**config.mk**
```make
export PLATFORM = sky130hd
export DESIGN_NAME = iter_controller
export DESIGN_NICKNAME = d
export VERILOG_FILES = /design/src/rtl/iter_controller_pkg.sv /design/src/rtl/iter_counter.sv /design/src/rtl/iter_controller.sv
export SDC_FILE = /design/constraint.sdc
export NUM_CORES = 1
export LEC_CHECK = 0
export CAP_MARGIN = 40
export CORE_ASPECT_RATIO = 1.5
export CORE_UTILIZATION = 45
export DETAILED_ROUTE_END_ITERATION = 8
export GPL_TIMING_DRIVEN = 0
export PLACE_DENSITY = 0.76
export SLEW_MARGIN = 20
export SYNTH_ARGS = -nofsm -noshare
export SYNTH_HDL_FRONTEND = slang
export SYNTH_SLANG_ARGS = --single-unit
```
**constraint.sdc**
```tcl
create_clock -name clk -period 5.4 [get_ports clk]
set_clock_uncertainty 0.15 [all_clocks]
set_input_delay 0.54 -clock clk [delete_from_list [all_inputs] [get_ports clk]]
set_output_delay 0.54 -clock clk [all_outputs]
set_load 0.03 [all_outputs]
```
**src/rtl/iter_controller_pkg.sv**
```systemverilog
`default_nettype none
// ============================================================================
//  Module      : iter_controller_pkg
//  Description : Shared state encodings and constants for the iterative
//                datapath controllers.
//  Revision    : 1.0 - initial release
// ============================================================================
package iter_controller_pkg;

    // Width of the multiply-phase latency counter (MULT_LAT legal 1..15)
    localparam int LAT_W = 4;

    // Controller state encodings, 3 bits; 3'd7 is unused and treated as illegal
    typedef enum logic [2:0] {
        ST_IDLE      = 3'd0,
        ST_LOAD_I    = 3'd1,
        ST_LOAD_INIT = 3'd2,
        ST_MULT      = 3'd3,
        ST_STORE     = 3'd4,
        ST_UPDATE    = 3'd5,
        ST_FINISH    = 3'd6
    } state_t;

endpackage
`default_nettype wire

```
**src/rtl/iter_counter.sv**
```systemverilog
`default_nettype none
// ============================================================================
//  Module      : iter_counter
//  Description : Saturating iteration counter with synchronous clear and
//                increment, asynchronous active-low reset.
//  Revision    : 1.0 - initial release
// ============================================================================
module iter_counter #(
    parameter int ITER_W = 8
) (
    input  logic              clk,
    input  logic              rst_n,
    input  logic              clear,
    input  logic              inc,
    output logic [ITER_W-1:0] count
);

    // Clear has priority; increments stop at all-ones instead of wrapping
    always_ff @(posedge clk or negedge rst_n) begin
        if (!rst_n) begin
            count <= '0;
        end else if (clear) begin
            count <= '0;
        end else if (inc && (count != '1)) begin
            count <= count + ITER_W'(1);
        end
    end

endmodule
`default_nettype wire

```
**src/rtl/iter_controller.sv**
```systemverilog
`default_nettype none
// ============================================================================
//  Module      : iter_controller
//  Description : Sequencer for the iterative datapath. Loads inputs and
//                initial values, then loops multiply -> store -> update until
//                convergence, iteration limit or abort. Outputs are registered
//                and decoded from the next state, so they track the state
//                register exactly (Moore behaviour).
//  Revision    : 1.0 - initial release
// ============================================================================
module iter_controller
    import iter_controller_pkg::*;
#(
    parameter int ITER_W   = 8,
    parameter int MULT_LAT = 1     // legal 1..15
) (
    input  logic              clk,
    input  logic              rst_n,
    input  logic              start,
    input  logic              abort,
    input  logic              conv,
    input  logic [ITER_W-1:0] max_iter,
    output logic              ldI,
    output logic              ldInit,
    output logic              ldM,
    output logic              ldRes,
    output logic              ldA,
    output logic              busy,
    output logic              done,
    output logic              timeout,
    output logic [ITER_W-1:0] iter_cnt
);

    localparam logic [LAT_W-1:0] LAT_LOAD = LAT_W'(MULT_LAT - 1);

    state_t            state;
    state_t            state_nxt;
    logic [LAT_W-1:0]  lat_cnt;
    logic [ITER_W:0]   cnt_plus1;
    logic              limit_hit;
    logic              cnt_clear;
    logic              cnt_inc;

    // One extra bit so a saturated counter can never alias onto the limit
    assign cnt_plus1 = {1'b0, iter_cnt} + (ITER_W + 1)'(1);
    assign limit_hit = (max_iter != '0) && (cnt_plus1 == {1'b0, max_iter});

    // An aborted LOAD_INIT/UPDATE must leave the count untouched
    assign cnt_clear = (state == ST_LOAD_INIT) && !abort;
    assign cnt_inc   = (state == ST_UPDATE)    && !abort;

    iter_counter #(
        .ITER_W (ITER_W)
    ) u_iter_counter (
        .clk   (clk),
        .rst_n (rst_n),
        .clear (cnt_clear),
        .inc   (cnt_inc),
        .count (iter_cnt)
    );

    // Next-state decode; abort overrides everything outside IDLE
    always_comb begin
        state_nxt = ST_IDLE;
        case (state)
            ST_IDLE:      state_nxt = start ? ST_LOAD_I : ST_IDLE;
            ST_LOAD_I:    state_nxt = ST_LOAD_INIT;
            ST_LOAD_INIT: state_nxt = ST_MULT;
            ST_MULT:      state_nxt = (lat_cnt == '0) ? ST_STORE : ST_MULT;
            ST_STORE:     state_nxt = ST_UPDATE;
            ST_UPDATE:    state_nxt = (conv || limit_hit) ? ST_FINISH : ST_MULT;
            ST_FINISH:    state_nxt = start ? ST_LOAD_I : ST_FINISH;
            default:      state_nxt = ST_IDLE;
        endcase
        if (abort && (state != ST_IDLE)) begin
            state_nxt = ST_IDLE;
        end
    end

    // State register, latency counter, timeout flag and registered outputs
    always_ff @(posedge clk or negedge rst_n) begin
        if (!rst_n) begin
            state   <= ST_IDLE;
            lat_cnt <= '0;
            timeout <= 1'b0;
            ldI     <= 1'b0;
            ldInit  <= 1'b0;
            ldM     <= 1'b0;
            ldRes   <= 1'b0;
            ldA     <= 1'b0;
            busy    <= 1'b0;
            done    <= 1'b0;
        end else begin
            state <= state_nxt;

            // Reload on every entry into MULT, count down while inside it
            if ((state_nxt == ST_MULT) && (state != ST_MULT)) begin
                lat_cnt <= LAT_LOAD;
            end else if ((state == ST_MULT) && (lat_cnt != '0)) begin
                lat_cnt <= lat_cnt - LAT_W'(1);
            end

            if (abort && (state != ST_IDLE)) begin
                timeout <= 1'b0;
            end else if (state == ST_LOAD_INIT) begin
                timeout <= 1'b0;
            end else if (state == ST_UPDATE) begin
                // Convergence wins over the limit in the same update
                timeout <= !conv && limit_hit;
            end

            ldI    <= (state_nxt == ST_LOAD_I);
            ldInit <= (state_nxt == ST_LOAD_INIT);
            ldM    <= (state_nxt == ST_MULT);
            ldRes  <= (state_nxt == ST_STORE);
            ldA    <= (state_nxt == ST_UPDATE);
            busy   <= (state_nxt == ST_LOAD_I)    || (state_nxt == ST_LOAD_INIT) ||
                      (state_nxt == ST_MULT)      || (state_nxt == ST_STORE)     ||
                      (state_nxt == ST_UPDATE);
            done   <= (state_nxt == ST_FINISH);
        end
    end

endmodule
`default_nettype wire

```
# Word-level counts from Yosys, hierarchy flattened
# Index checks and enable logic that the tools add are counted.
dict set report word_totals {
  reg_bits 23
  inputBits 13
  wordCells 65
}
dict set report op_classes {
  add_sub_neg 3
  eq_ne 15
  mux 13
  reduce_logical 23
}
# op n
set ops {}
lappend ops {{$pmux 3 s7} 1}
lappend ops {{$eq 3x3->1 const B} 6}
lappend ops {{$mux 8} 2}
lappend ops {{$eq 3x2->1 const B} 4}
lappend ops {{$mux 3} 4}
lappend ops {{$add 8x1->9 const B} 1}
lappend ops {{$eq 9x8->1} 1}
lappend ops {{$add 8x1->8 const B} 1}
lappend ops {{$logic_and 1x1->1} 8}
lappend ops {{$mux 4} 2}
lappend ops {{$ne 8x8->1 const B} 1}
lappend ops {{$reduce_bool 8->1} 1}
lappend ops {{$eq 3x1->1 const B} 2}
lappend ops {{$reduce_bool 3->1} 2}
lappend ops {{$logic_or 1x1->1} 5}
lappend ops {{$logic_not 4->1} 1}
lappend ops {{$mux 1} 4}
lappend ops {{$reduce_bool 2->1} 2}
lappend ops {{$reduce_bool 4->1} 1}
lappend ops {{$sub 4x1->4 const B} 1}
lappend ops {{$logic_not 3->1} 1}
lappend ops {{$ne 3x2->1 const B} 1}
lappend ops {{$logic_not 1->1} 2}

# Depth between registers and ports, before layout
# Gate-level depths: netlist of the first run.
dict set report logic_depth {
  ltp_word 12
  ltp_mapped 9
  mapped_depth_nobuf 9
}

# Hierarchy
# Synthesis of the first run repeated with hierarchy kept, for this count alone.
dict set report hier_totals {
  cells_unflattened 174
  area_unflattened_um2 1534.0
}
# mod n_inst cells_per_inst area_each_um2
set by_module_without_submodules {}
lappend by_module_without_submodules {iter_controller 1 125 1069.8}
lappend by_module_without_submodules {iter_counter 1 49 464.2}

# Worst setup path before layout of the first run
# OpenSTA, ideal clock, no wires.
dict set report synth_timing {
  path_kind {flip-flop to flip-flop}
  from {register u_iter_counter.count[0]}
  to {register lat_cnt[0]}
  setup_time_ns 0.139
  arrival_time_ns 2.272
  path_slack_ns 2.839
  stages_incl_launch_ff 9
  period_less_slack_ns 2.561
  path_cell_list {dfrtp_1 > ha_1 > and2_1 > nand4_1 > xor2_1 > mux2i_1 > nor3_4 > a211oi_1 > o21ai_1}
}
dict set report synth_between {
  elab_chain_cells 10
  word_cells_on_any_way 11
  cone_classes {add/sub (1); eq/ne (2); mux (4); reduce/logical (4)}
}
# element line
set synth_lines {}
lappend synth_lines {{start, declared} iter_counter.sv:15} ;# output logic [ITER_W-1:0] count
lappend synth_lines {{start signal, assigned} iter_counter.sv:25} ;# count <= count + ITER_W'(1);
lappend synth_lines {{$add 8x1->9 (*)} iter_controller.sv:45} ;# assign cnt_plus1 = {1'b0, iter_cnt} + (ITER_W + 1)'(1);
lappend synth_lines {{$eq 9x8->1 (*)} iter_controller.sv:46} ;# assign limit_hit = (max_iter != '0) && (cnt_plus1 == {1'b0, max_iter});
lappend synth_lines {{$logic_and 1x1->1 (*)} iter_controller.sv:46}
lappend synth_lines {{$logic_or 1x1->1 (*)} iter_controller.sv:71} ;# ST_UPDATE: state_nxt = (conv || limit_hit) ? ST_FINISH : ST_MULT;
lappend synth_lines {{$mux 3 (*)} iter_controller.sv:71}
lappend synth_lines {{$pmux 3 s7 (*)} iter_controller.sv:65} ;# case (state)
lappend synth_lines {{$mux 3 (*)} iter_controller.sv:75} ;# if (abort && (state != ST_IDLE)) begin
lappend synth_lines {{$eq 3x2->1 (*)} iter_controller.sv:97} ;# if ((state_nxt == ST_MULT) && (state != ST_MULT)) begin
lappend synth_lines {{$logic_and 1x1->1 (*)} iter_controller.sv:97}
lappend synth_lines {{$mux 4 / $reduce_bool 2->1 (equally long branches)} n/a}
lappend synth_lines {{end signal, assigned} iter_controller.sv:100} ;# lat_cnt <= lat_cnt - LAT_W'(1);
lappend synth_lines {{end, declared} iter_controller.sv:38} ;# logic [LAT_W-1:0] lat_cnt;
# Mark *: on every way between the ends. The rest lies on a longest branch, timed or not.
# A chain may end at the register's enable or synchronous reset.

# Worst setup path after layout of the first run
dict set report layout_timing {
  from {input port max_iter[3]}
  to {register busy}
}
dict set report layout_between {
  elab_chain_cells 11
  word_cells_on_any_way 16
  cone_classes {eq/ne (6); mux (3); reduce/logical (7)}
}
# element line
set layout_lines {}
lappend layout_lines {{start, declared} iter_controller.sv:22} ;# input logic [ITER_W-1:0] max_iter,
lappend layout_lines {{$eq 9x8->1 / $reduce_bool 8->1 (equally long branches)} iter_controller.sv:46}
lappend layout_lines {{$logic_and 1x1->1 (*)} iter_controller.sv:46}
lappend layout_lines {{$logic_or 1x1->1 (*)} iter_controller.sv:71}
lappend layout_lines {{$mux 3 (*)} iter_controller.sv:71}
lappend layout_lines {{$pmux 3 s7 (*)} iter_controller.sv:65}
lappend layout_lines {{$mux 3 (*)} iter_controller.sv:75}
lappend layout_lines {{$eq 3x1->1 / $eq 3x2->1 (equally long branches)} iter_controller.sv:117} ;# busy <= (state_nxt == ST_LOAD_I) || (state_nxt == ST_LOAD_INIT) ||
lappend layout_lines {{$logic_or 1x1->1 (2 in a row)} iter_controller.sv:117}
lappend layout_lines {{$logic_or 1x1->1} iter_controller.sv:118} ;# (state_nxt == ST_MULT) || (state_nxt == ST_STORE) ||
lappend layout_lines {{$logic_or 1x1->1 (*)} iter_controller.sv:118}
lappend layout_lines {{end signal, assigned} iter_controller.sv:117}
lappend layout_lines {{end, declared} iter_controller.sv:28} ;# output logic busy,
# Marked as above.

==> impl_metrics.yaml, run 1 <==
run_status:
  status: "complete, no violations"
yosys:
  ys_seq_area_share_pct: 39.2
  synth_flop_cell: "dfrtp_1"
  async_reset_ff_share_pct: 100
  ys_types: 45
  synth.top_cells.by_count: "23 x dfrtp_1, 20 x nor2_1, 19 x nand2_1, 15 x o21ai_0, 14 x a21oi_1"
  synth_top_area_share_pct: 39.2
  postSynthAreaPerCell_um2: 8.63
  yosysTopAreaCell: "dfrtp_1"
  synth.area.top_cells: "dfrtp_1 39%, nor2_1 5.1%, o21ai_0 5.1%, nand2_1 4.9%, a21oi_1 4.8%"
  synth_enable_flop_cells: 0
  syn_area_um2: 1470
  ys_warn_count: 0
  synth-seq-cells: 23
  synthCells: 170
  syn_nets: 186
  synth.most_common_cell: "dfrtp_1"
cells_and_area:
  nFillCells: 287
  largest_register: "u_iter_counter.count"
  drive_gt1_share_pct: 7.92
  diodes: 0
  post-route-util_pct: 59.1
  area_growth_pct: 25.9
  reg_top3: "u_iter_counter.count x8, lat_cnt x4, state x3"
  fin_nets: 219
  largest_register_ffs: 8
pwr:
  cellPowerDensity_nw_per_um2: 373
  ir_drop_uv: 268
  p_leak_nw: 0.769
die:
  die_h_um: 71.9
  dieArea_um2: 3500
  num_rows: 25
  die_x_um: 48.6
  start_util_pct: 46.9
  ios: 29
  coreArea_um2: 3130
timing:
  hold_viol: 0
  slew_headroom_pct: 57.9
  fin_crit_sh_pct: 50.5
  tightest_slew_ns: 0.630
  drv_slew: 0
  final.min_clock_period_ns: 2.73
  fmax_mhz: 367
  rsz0062_at_grt: "no"
  tns_ns: 0
  setup_slack_ns: 2.67
  finalSetupViolCount: 0
setup_path:
  rr_worst_depth: 8
  startpoint_type: "primary input"
  path_max_fanout: 6
  r2r_start: "u_iter_counter.count[0]"
  critPathRequiredTime_ns: 5.43
  critical_path.cell_chain: "clkdlybuf4s50_1 > or4b_1 > a41oi_2 > o32ai_2 > nor3_4 > a211oi_2 > a311oi_2"
  critPathCaptureType: "register"
  slowest_delay_ns: 0.57
  crit_start: "max_iter[3]"
  crit_arrival_ns: 2.75
  crit_type: "primary input to register"
  slowest_stage: "or4b_1"
global_routing:
  antenna_found_initial: 0
  grt-ovfl-total: 0
  first_global_vias: 1386
  grt_pass1_wl_mm: 5.95
  gr-usage-all-layers_pct: 21.8
  grt_max_degree: 13
placement:
  io_buffer_count: 27
  hpwl_mm: 2.63
  gp_congestion: 0.966
  pre_cts_ws_ns: 2.38
route:
  drt-pass1-iter-count: 4
  routedWlPerCell_um: 14.0
  routed_wl_mm: 3.39
  ant_nets: 0
  drt-initial-drc-count: 89
  drc: 0
  vias: 1373
  avgViaCountPerCell: 5.67
clocking:
  cts_hold_buf: 0
  numCtsBuffers: 3
  clk_latency_ns: 0.27
  cts_buffer_depth: 2
  clkSinkCount: 23
  htreeDepth: 1
  cts_root_buffer: "clkbuf_8"
  cts_resized: 0
  tritoncts: "built"
  clk_pin_slew_ns: 0.08
  postCtsSetupBuffers: 0
min_path:
  hold_depth: 2
  min_from: "lat_cnt[3]"
  hold_class: "register to register"
job:
  drv_cap: 0
-- final timing paths --
check                                          endpoint  slack (ns)
worst max-delay path                               busy        2.67
worst min-delay path                         lat_cnt[3]        0.40
worst max register to register               lat_cnt[3]        2.68
worst min register to register               lat_cnt[3]        0.40
max in group asynchronous       u_iter_counter.count[1]        4.14
min in group asynchronous                           ldA        0.48
-- stage by stage --
stage          cell area [um^2]  instances  total power, mW  hold slack, ns
3_5_place_dp               1800        238            0.584           0.388
5_1_grt                    1850        242            0.741           0.444
6_report                   1850        242            0.690           0.405
4_1_cts                    1850        242            0.692           0.408
3_3_place_gp               1790        237            0.567           0.383
2_1_floorplan              1470        170            0.478          0.0944
-- kinds of logic after synthesis --
kind of cell | synth area share (%)
AOI/OAI and AO/OA | 22.1
DFF | 39.2
muxes | 0.682
and+or+nand+nor | 25.8
xor gates and xnor gates | 5.37
adders and majority gates | 2.56
buffers and inverters | 4.26
-- cell usage in the layout, fill, tap and decap left out, types with 3 or more instances in the layout --
cell / n
clkbuf_1: 5
inv_1: 7
nand2_1: 19
nor4_1: 3
nor2b_1: 3
clkbuf_8: 3
o21ai_0: 15
xnor2_1: 5
nand3_1: 3
a21oi_1: 14
dfrtp_1: 23
xor2_1: 4
nor4b_1: 3
nor2_1: 20
clkdlybuf4s50_1: 27
a21o_1: 3
nand2b_1: 4
ha_1: 3
-- critical path, delay by kind of cell --
kind            cells  cell delay (ns)
simple gates        2             0.90
compound gates      4             0.82
buf+inv             1             0.49
-- report_power, final --
group	internal, mW	switching, mW	total, mW
logic	0.136	0.211	0.347
clock network	0.0528	0.0537	0.106
registers	0.211	0.0261	0.237
-- layout make-up --
| type | count | area, um^2 | share of cell area [%] |
|---|---|---|---|
| inverter | 7 | 26.3 | 1.42 |
| multi-input combinational | 133 | 830 | 44.9 |
| sequential | 23 | 576 | 31.1 |
| tap | 40 | 50.0 | 2.71 |
| timing repair buffer | 28 | 285 | 15.4 |
| buffer | 7 | 36.3 | 1.96 |
| clock buffer | 4 | 45.0 | 2.44 |
-- metal layers --
| layer | global-route usage [%] | up-vias | part of all wire [%] |
|---|---|---|---|
| met1 | 23.1 | 659 | 39 |
| met4 | 10.1 | 0 | 1.5 |
| li1 | - | 666 | - |
| met3 | 2.31 | 5 | 4.6 |
| met5 | 0 | - | 0 |
| met2 | 42.3 | 43 | 55 |
(Power assumes the default switching activity.)
==> run 2: changes to the inputs <==
==> constraint.sdc (replaced) <==
create_clock -name clk -period 2.73 [get_ports clk]
set_clock_uncertainty 0.15 [all_clocks]
set_input_delay 0.273 -clock clk [delete_from_list [all_inputs] [get_ports clk]]
set_output_delay 0.273 -clock clk [all_outputs]
set_load 0.03 [all_outputs]
==> run 2 against run 1 <==
Compared with the run above: global-route usage is the same; sequential share of layout area shrank 0.57 points; total power grew 100%; clock power grew 98%; utilization grew 1.2 points; hold slack lost 0.19 ns; final cell count grew 0.83%; critical path type is now register to register; critical endpoint unchanged.
==> impl_metrics.yaml, run 2 (synthesized netlist as in run 1, its figures left out) <==
route:
  routedWlPerCell_um: 14.2
  avgViaCountPerCell: 5.65
  routed_wl_mm: 3.47
  drt-initial-drc-count: 62
  vias: 1378
  ant_nets: 0
  drc: 0
  drt-pass1-iter-count: 4
setup_path:
  rr_endpoint: "busy"
  slowest_stage: "dfrtp_1"
  critPathRequiredTime_ns: 2.75
  startpoint_type: "register"
  rr_worst_depth: 9
  crit_arrival_ns: 2.56
  regToRegSetupSlack_ns: 0.19
  crit_type: "register to register"
  cpLargestDelayFamily: "simple AND/OR/NAND/NOR gates"
  path_max_fanout: 10
  critPathCaptureType: "register"
  critical_path.cell_chain: "nand3_2 > buf_6 > or3b_1 > a41oi_2 > o32ai_2 > nor3_4 > a211oi_4 > buf_4 > a311oi_2"
  slowest_delay_ns: 0.44
  r2r_start: "u_iter_counter.count[2]"
  critPathBufInv: 2
cells_and_area:
  diodes: 0
  area_growth_pct: 28.6
  largest_register: "u_iter_counter.count"
  largest_register_ffs: 8
  nFillCells: 285
  final_cell_mix: "27 x clkdlybuf4s50_1, 22 x dfrtp_1, 20 x nor2_1"
  instances_no_fill: 244
  final_common_cell: "clkdlybuf4s50_1"
  drive_gt1_share_pct: 10.8
  fin_nets: 221
  reg_top3: "u_iter_counter.count x8, lat_cnt x4, state x3"
placement:
  pre_cts_ws_ns: -0.0186
  gp_congestion: 0.966
  io_buffer_count: 27
  hpwl_mm: 2.63
  dp_cells: 238
clocking:
  cts_root_buffer: "clkbuf_8"
  tritoncts: "built"
  htreeDepth: 1
  cts_buffer_depth: 2
  numCtsBuffers: 3
  cts_hold_buf: 0
  clk_pin_slew_ns: 0.08
  clk_latency_ns: 0.27
  clkSinkCount: 23
timing:
  fmax_mhz: 394
  rsz0062_at_grt: "no"
  setup_slack_ns: 0.193
  final.min_clock_period_ns: 2.54
  tightest_slew_ns: 0.595
  holdWs_ns: 0.217
  drv_slew: 0
  tns_ns: 0
  slew_headroom_pct: 60.2
  finalSetupViolCount: 0
  fin_crit_sh_pct: 92.9
  hold_viol: 0
global_routing:
  grt_pass1_wl_mm: 5.95
  gr-usage-all-layers_pct: 21.8
  first_global_vias: 1383
  grt-ovfl-total: 0
  antenna_found_initial: 0
  grt_max_degree: 13
pwr:
  cellPowerDensity_nw_per_um2: 746
  ir_drop_uv: 547
  p_leak_nw: 0.778
run_status:
  status: "complete, no violations"
die:
  dieArea_um2: 3500
  ios: 29
  num_rows: 25
  die_x_um: 48.6
  coreArea_um2: 3130
  die_h_um: 71.9
  start_util_pct: 46.9
job:
  drv_cap: 0
min_path:
  hold_class: "primary input to asynchronous set/reset pin"
==> run 2: routing by layer <==
layer	vias to the layer above	wire length, um	GRT usage (%)
li1	670	-	-
met1	669	1390	23.0
met2	34	1910	42.4
met3	5	125	2.31
met4	0	51	10.1
met5	-	0	0
==> run 2: area by class of cell <==
cell class | instances | area (um^2) | share of cell area, %
timing repair buffer | 30 | 300 | 15.9
sequential | 23 | 577 | 30.6
clock buffer | 4 | 45.0 | 2.39
buffer | 7 | 36.3 | 1.92
multi-input combinational | 133 | 852 | 45.2
inverter | 7 | 26.3 | 1.39
tap | 40 | 50.0 | 2.65
==> run 2: worst max path at each step <==
stage | start | end | slack (ns) | depth (start not counted)
detailed placement | max_iter[3] | busy | -0.02 | 7
global route | u_iter_counter.count[2] | busy | 0.02 | 9
finish | u_iter_counter.count[2] | busy | 0.19 | 9
global placement | max_iter[3] | busy | 0.01 | 7
floorplan | u_iter_counter.count[0] | lat_cnt[0] | 0.17 | 8
CTS | u_iter_counter.count[0] | ldI | 0.04 | 8
==> run 2: stage by stage <==
step | utilization, % | instance area [um^2] | power, mW
after floorplan | - | 1470 | 0.946
after global placement | 57.2 | 1790 | 1.12
after detailed placement | 57.6 | 1800 | 1.15
after CTS | 59.2 | 1850 | 1.37
after global routing | 60.3 | 1890 | 1.51
final | 60.3 | 1890 | 1.41
==> run 2: repair_timing <==
action                     in CTS  in global routing
gates cloned                    0                  0
pin swaps                       0                  2
setup endpoints to repair       4                 11
gates resized for setup         1                  4
setup buffers                   0                  2
==> run 2: power by group <==
part	leakage, nW	internal, mW	switching [mW]
registers	0.309	0.418	0.0537
logic	0.447	0.296	0.431
clock network	0.0228	0.104	0.105
==> run 2: worst reg2reg max path: cells and delay by family, from the launching register on <==
family,cells,cell delay (ns)
and+or+nand+nor,3,0.80
AOI/OAI and AO/OA,4,0.73
DFF,1,0.44
buffers and inverters,2,0.32
